### config.mk
export PLATFORM = sky130hd
export DESIGN_NAME = urv_pipe_ctrl
export DESIGN_NICKNAME = d
export VERILOG_FILES = /design/src/rtl/urv_pipe_ctrl.sv
export SDC_FILE = /design/constraint.sdc
export NUM_CORES = 1
export LEC_CHECK = 0
export ABC_AREA = 1
export CAP_MARGIN = 25
export CORE_ASPECT_RATIO = 0.6
export CORE_MARGIN = 2
export CORE_UTILIZATION = 48
export DETAILED_ROUTE_END_ITERATION = 10
export PLACE_DENSITY = 0.83
export SKIP_LAST_GASP = 1
export SLEW_MARGIN = 20
export SYNTH_ARGS = -nofsm -noshare
export SYNTH_HDL_FRONTEND = slang
export SYNTH_SLANG_ARGS = --single-unit
### constraint.sdc
create_clock -name clk_i -period 1.96 [get_ports clk_i]
set_input_delay 0.196 -clock clk_i [delete_from_list [all_inputs] [get_ports clk_i]]
set_output_delay 0.196 -clock clk_i [all_outputs]
set_load 0.005 [all_outputs]
### src/rtl/urv_pipe_ctrl.sv
// Pipeline control glue for the uRV core: per-stage stall/kill generation,
// debug halt/drain sequencing and saturating performance counters.
module urv_pipe_ctrl #(
    parameter int g_num_stages     = 4,
    parameter int g_branch_stage   = 2,
    parameter int g_perf_cnt_width = 32
) (
    input  logic                        clk_i,
    input  logic                        rst_i,
    input  logic [g_num_stages-1:0]     stall_req_i,
    input  logic [g_num_stages-1:0]     stage_valid_i,
    input  logic                        bra_i,
    input  logic                        halt_req_i,
    input  logic                        resume_i,
    input  logic                        perf_clr_i,
    output logic [g_num_stages-1:0]     stall_o,
    output logic [g_num_stages-1:0]     kill_o,
    output logic                        halted_o,
    output logic [g_perf_cnt_width-1:0] perf_stall_cycles_o,
    output logic [g_perf_cnt_width-1:0] perf_bra_count_o
);

    localparam int N = g_num_stages;
    localparam int B = g_branch_stage;
    localparam int W = g_perf_cnt_width;
    localparam logic [W-1:0] CNT_ONE = W'(1);

    typedef enum logic [1:0] {
        ST_RUN,
        ST_DRAIN,
        ST_HALTED
    } state_t;

    state_t         state;
    state_t         state_next;
    logic [B-1:0]   sh;
    logic [B-1:0]   sh_next;
    logic [N-1:0]   stall;
    logic [N-1:0]   kill;
    logic           stall_acc;
    logic           kill_acc;
    logic           bra_accept;
    logic           stall_inc;
    logic           drain_done;
    logic [W-1:0]   stall_cnt;
    logic [W-1:0]   bra_cnt;
    logic           unused_fetch_valid;

    // A stall in any later stage backs up every earlier one; a halted or
    // draining pipeline additionally freezes fetch.
    always_comb begin
        stall     = '0;
        stall_acc = 1'b0;
        for (int i = N - 1; i >= 0; i--) begin
            stall_acc = stall_acc | stall_req_i[i];
            stall[i]  = stall_acc;
        end
        if (state != ST_RUN) begin
            stall[0] = 1'b1;
        end
    end

    assign bra_accept = bra_i & ~stall[B];
    assign stall_inc  = (state == ST_RUN) & stall[0];

    always_comb begin
        sh_next = sh;
        if (!stall[B]) begin
            sh_next[0] = bra_i;
            for (int k = 1; k < B; k++) begin
                sh_next[k] = sh[k-1];
            end
        end
    end

    // Stage i is killed while any branch younger than i instructions is still
    // in the shadow; stages past the branch stage are never killed.
    always_comb begin
        kill     = '0;
        kill_acc = bra_i;
        for (int i = 1; i <= B; i++) begin
            kill_acc = kill_acc | sh[i-1];
            kill[i]  = kill_acc;
        end
    end

    // Fetch has nothing to drain: it is already frozen while not in RUN.
    assign unused_fetch_valid = stage_valid_i[0];
    assign drain_done         = (stage_valid_i[N-1:1] == '0) && (sh == '0);

    always_comb begin
        state_next = state;
        case (state)
            ST_RUN: begin
                if (halt_req_i) begin
                    state_next = ST_DRAIN;
                end
            end
            ST_DRAIN: begin
                if (!halt_req_i) begin
                    state_next = ST_RUN;
                end else if (drain_done) begin
                    state_next = ST_HALTED;
                end
            end
            ST_HALTED: begin
                if (resume_i) begin
                    state_next = ST_RUN;
                end
            end
            default: begin
                state_next = ST_RUN;
            end
        endcase
    end

    always_ff @(posedge clk_i or posedge rst_i) begin
        if (rst_i) begin
            state <= ST_RUN;
            sh    <= '0;
        end else begin
            state <= state_next;
            sh    <= sh_next;
        end
    end

    // Counters stick at all-ones; a clear beats any same-cycle increment.
    always_ff @(posedge clk_i or posedge rst_i) begin
        if (rst_i) begin
            stall_cnt <= '0;
            bra_cnt   <= '0;
        end else if (perf_clr_i) begin
            stall_cnt <= '0;
            bra_cnt   <= '0;
        end else begin
            if (stall_inc && (stall_cnt != '1)) begin
                stall_cnt <= stall_cnt + CNT_ONE;
            end
            if (bra_accept && (bra_cnt != '1)) begin
                bra_cnt <= bra_cnt + CNT_ONE;
            end
        end
    end

    assign stall_o             = stall;
    assign kill_o              = kill;
    assign halted_o            = (state == ST_HALTED);
    assign perf_stall_cycles_o = stall_cnt;
    assign perf_bra_count_o    = bra_cnt;

endmodule
== Word level (Yosys, flattened, before mapping) ==
Cells that the tools add are included.

* Register bits: 68
* Input port bits: 14
* Output and inout bits: 73
* Logic and storage cells: 41

* Add/subtract/negate cells: 2
* Eq/ne operators: 7
* Muxes and demuxes: 10
* Bitwise logic cells: 8
* Reduce and logical (&&, ||, !) cells: 10

{| class="wikitable"
|+ Operators by type and width
! operator !! count
|-
| 2-to-1 mux 32 bit || 4
|-
| adder 32 x 1 -> 32 bit, second input constant || 2
|-
| inequality test 32 bit, second input constant || 2
|-
| 2-to-1 mux 2 bit || 4
|-
| one-hot mux 2 bit (3 select lines) || 1
|-
| nonzero test 2 bit || 3
|-
| bitwise OR 1 bit || 5
|-
| zero test 2 bit || 2
|-
| inequality test 2 bit, second input constant || 2
|-
| logical AND 1 bit || 3
|-
| zero test 3 bit || 1
|-
| inequality test 3 bit, second input constant || 1
|-
| AND reduction 3 bit || 1
|-
| bitwise AND 1 bit || 2
|-
| equality test 2 x 1 -> 1 bit, second input constant || 1
|-
| equality test 2 bit, second input constant || 1
|-
| 2-to-1 mux 1 bit || 1
|-
| inverter 1 bit || 1
|}

== Depth between registers and ports, before layout ==
* Word-level depth: 8
* Mapped depth: 12
* Mapped depth without buffers: 11

== Worst setup path before layout ==
OpenSTA, ideal clock, no wires.

* Path type: register -> register
* From: reg bra_cnt[0] (netlist: perf_bra_count_o[0])
* To: reg bra_cnt[0] (netlist: perf_bra_count_o[0])
* Library setup time: 0.128 ns
* Arrival: 1.536 ns
* Slack: 0.297 ns
* Cell stages (with the launch flop): 10
* Path buffers: 1
* Clock period less this slack: 1.663 ns
* Path through: dfrtp_1 -> ha_1 -> nand2_1 -> nor2_2 -> nand2_2 -> nor2_4 -> nand2_4 -> nand3_4 -> buf_4 -> mux2i_1

* Longest elaborated chain between the ends: 3
* Elaborated cells on any way between the ends: 6
* Classes of those cells: add/sub (1); eq/ne (1); mux (2); reduce/logical (2)

{| class="wikitable"
|+ RTL lines
! element !! line !! text
|-
| start, declared || 46 || <nowiki>logic [W-1:0] bra_cnt;</nowiki>
|-
| start signal, assigned || 140 || <nowiki>bra_cnt <= bra_cnt + CNT_ONE;</nowiki>
|-
| adder 32 x 1 -> 32 bit / inequality test 32 bit (equally long branches) || 140, 139 ||
|-
| 2-to-1 mux 32 bit / logical AND 1 bit (equally long branches) || 139 || <nowiki>if (bra_accept && (bra_cnt != '1)) begin</nowiki>
|-
| 2-to-1 mux 32 bit / nonzero test 2 bit (equally long branches) || -- ||
|}

Parallel ways exist; a longest one is shown, timed or not. The select of a mux whose other input is x is not followed.
A chain may end at the register's enable or synchronous reset.

== Worst setup path in the final report ==
* From: reg stall_cnt[0] (netlist: perf_stall_cycles_o[0])
* To: reg stall_cnt[30] (netlist: perf_stall_cycles_o[30])

* Longest elaborated chain between the ends: 3
* Elaborated cells on any way between the ends: 6
* Classes of those cells: add/sub (1); eq/ne (1); mux (2); reduce/logical (2)

{| class="wikitable"
|+ RTL lines
! element !! line !! text
|-
| start, declared || 45 || <nowiki>logic [W-1:0] stall_cnt;</nowiki>
|-
| start signal, assigned || 137 || <nowiki>stall_cnt <= stall_cnt + CNT_ONE;</nowiki>
|-
| adder 32 x 1 -> 32 bit / inequality test 32 bit (equally long branches) || 137, 136 ||
|-
| 2-to-1 mux 32 bit / logical AND 1 bit (equally long branches) || 136 || <nowiki>if (stall_inc && (stall_cnt != '1)) begin</nowiki>
|-
| 2-to-1 mux 32 bit / nonzero test 2 bit (equally long branches) || -- ||
|}

Parallel ways exist; a longest one is shown, timed or not. The select of a mux whose other input is x is not followed.

==> impl_metrics.tcl <==
set metrics [dict create \
    run_status "complete, no violations" \
    hold_class "in2async" \
    grt_usage 0.270 \
    vias 5055 \
    crit_slowest_cell "dfrtp_1" \
    setup_slack_ns 0.0834 \
    clk_path_buf_depth 2 \
    final-hold-violation-count 0 \
    yosysSeqAreaShare 0.356 \
    r2r_cells 9 \
    crit_top_cell "nand2_4" \
    peakVddDrop_mv 0.461 \
    yosysTopAreaCell "dfrtp_1" \
    root_buffer "clkbuf_16" \
    drtPass1Iterations 5 \
    cts.sinks 68 \
    cp.required_ns 2.16 \
    path_buf_inv 1 \
    vias_per_cell 5.28 \
    place_worst_setup_slack_ns -0.0452 \
    clk_latency_ns 0.33 \
    syn_area_mm2 0.00478 \
    synth_cells 708 \
    async_flop_share 1.00 \
    rows 28 \
    drv_cap 0 \
    end_kind "flop" \
    finalCritPeriodShare 0.957 \
    clkTransAtPathRegs_ns 0.06 \
    synth-main-ff-cell "dfrtp_1" \
    dpl.hpwl_mm 10.6 \
    syn_to_final_growth_pct 31.5 \
    wl_per_cell_um 15.1 \
    timing.hold.ws_ns 0.283 \
    grt.overflow.total 0 \
    yosysUniqueCellTypes 36 \
    cts_hold_buf 0 \
    ant_nets 0 \
    crit_type "reg2reg" \
    die_h_um 81.3 \
    placeableCoreArea_mm2 0.00977 \
    grt_max_degree 69 \
    dpl_cell_area_mm2 0.00582 \
    num_io_pins 87 \
    drc 0 \
    max_freq_mhz 533 \
    final_cells 958 \
    ys_warn_count 0 \
    layout_commonest_cell "nand2_1" \
    p_leak_uw 0.00270 \
    num_antenna_cells 0 \
    cts_max_level 3 \
    syn_avg_cell_area_um2 6.76 \
    grt_pass1_vias 4549 \
    drv_slew 0 \
    cts_tree "done" \
    fin_nets 834 \
    tightest_slew_ns 0.501 \
    final_core_util 0.643 \
    layout-drive-gt1-share 0.123 \
    cp_max_fo 14 \
    design_area_mm2 0.00629 \
    path_cells "ha_1 > nand2_1 > nor2_4 > nand2_4 > nor2_8 > nand2_4 > nand3_1 > buf_4 > o21ai_0" \
    worst-path-stages 9 \
    drt-initial-drc-count 500 \
    dp.cells 929 \
    max_stage_delay_ns 0.41 \
    antenna_found_initial 0 \
    start_util 0.489 \
    setup_viol 0 \
    port_buffers 83 \
    min_period_ns 1.88 \
    crit_family "simple AND/OR/NAND/NOR gates" \
    gp_congestion 0.959 \
    yosysTopAreaCellShare 0.356 \
    finalClockSkew_ns 0.00696 \
    fp.dieW_um 133 \
    postRouteWirelength_mm 14.5 \
    dieArea_mm2 0.0108 \
    yosys_register_bits 68 \
    final_cell_mix "252 x nand2_1, 95 x nor2_1, 83 x clkdlybuf4s50_1" \
    synth.area.top_cells "dfrtp_1 36%, nand2_1 20%, nand3_1 8.0%, nor2_1 7.5%, inv_1 5.2%" \
    slew-limit-headroom 0.666 \
    cp.arrival_ns 2.08 \
    power_density_mw_per_mm2 555 \
    start_kind "flop" \
    synth-edff-count 0 \
    grt_first_pass_wirelength_mm 22.9 \
    cts_buffers 9 \
]
## worst reg2reg max path, stage by stage, from the launching register on
cell and delay [ns]:
dfrtp_1 0.41, ha_1 0.21, nand2_1 0.11, nor2_4 0.20
nand2_4 0.11, nor2_8 0.18, nand2_4 0.09, nand3_1 0.10
buf_4 0.22, o21ai_0 0.12
## through the flow
| stage | setup TNS [ns] | total power (uW) |
|---|---|---|
| 2_1_floorplan | 0 | 1670 |
| 3_3_place_gp | 0 | 1780 |
| 3_5_place_dp | -0.503 | 1800 |
| 4_1_cts | 0 | 3450 |
| 5_1_grt | -0.0494 | 3590 |
| 6_report | 0 | 3490 |
## cell usage after synthesis (2+ instances only)
| master | number |
|---|---|
| buf_8 | 2 |
| nor2_2 | 9 |
| o21ai_1 | 6 |
| buf_4 | 6 |
| ha_1 | 2 |
| nand2_1 | 252 |
| dfrtp_1 | 68 |
| inv_2 | 2 |
| a21oi_1 | 5 |
| o21ai_2 | 12 |
| inv_1 | 66 |
| nor3b_1 | 2 |
| xnor2_1 | 7 |
| nor3_1 | 3 |
| o21bai_1 | 6 |
| nand2_4 | 6 |
| nand3_2 | 9 |
| nor2_1 | 96 |
| o21ai_0 | 23 |
| xor2_1 | 17 |
| clkbuf_1 | 3 |
| nand4_1 | 7 |
| nand2_2 | 3 |
| nor2_4 | 4 |
| buf_2 | 5 |
| buf_6 | 2 |
| nand3_1 | 76 |
## logic make-up after synthesis
kind of cell | after synthesis | synth area share
fa+ha+maj | 2 | 0.00523
buf+inv | 89 | 0.0881
compound gates | 53 | 0.0688
mux | 1 | 0.00209
flops | 68 | 0.356
xor+xnor | 24 | 0.0439
other cells | 1 | 0.000784
simple gates | 470 | 0.435
## sequential cells by signal, indices dropped and copies added, names as in the netlist
name and cells:
sh 2, perf_stall_cycles_o 32, state 2, perf_bra_count_o 32
## report_power, final
part / total, uW / internal (uW) / switching [uW]
combinational: 388 / 153 / 235
clock: 1660 / 1020 / 641
sequential: 1440 / 1430 / 19.3
total: 3490 / 2600 / 896
## layout make-up
| type | instances | area (um^2) |
|---|---|---|
| inverters | 69 | 272 |
| flip-flops and latches | 68 | 1700 |
| fillers | 846 | 3480 |
| repair buffers | 118 | 1160 |
| clock inverters | 6 | 63.8 |
| multi-input cells | 552 | 2690 |
| clock buffers | 10 | 239 |
| well taps | 135 | 169 |
## layer usage
| metal | routed length [um] | GRT usage |
|---|---|---|
| met1 | 7110 | 0.406 |
| met2 | 5860 | 0.389 |
| met3 | 1410 | 0.0755 |
| met4 | 87 | 0.0452 |
| met5 | 0 | 0 |
## repair_timing
item | in CTS | in global routing
gates resized for setup | 1 | 5
setup endpoints to repair | 15 | 43
pin swaps | 0 | 3
setup buffers | 0 | 13
## final timing paths
kind	start	end	slack, ns
min in group clk_i	resume_i	state[1]$_DFFE_PP0P_	0.48
worst min-delay path	rst_i	perf_stall_cycles_o[5]$_DFFE_PP0P_	0.28
max in group asynchronous	rst_i	perf_stall_cycles_o[30]$_DFFE_PP0P_	1.39
worst max register to register	perf_stall_cycles_o[0]$_DFFE_PP0P_	perf_stall_cycles_o[30]$_DFFE_PP0P_	0.08
worst max-delay path	perf_stall_cycles_o[0]$_DFFE_PP0P_	perf_stall_cycles_o[30]$_DFFE_PP0P_	0.08
worst min register to register	sh[0]$_DFFE_PP0N_	sh[1]$_DFFE_PP0N_	0.52
(Power assumes the default switching activity.)
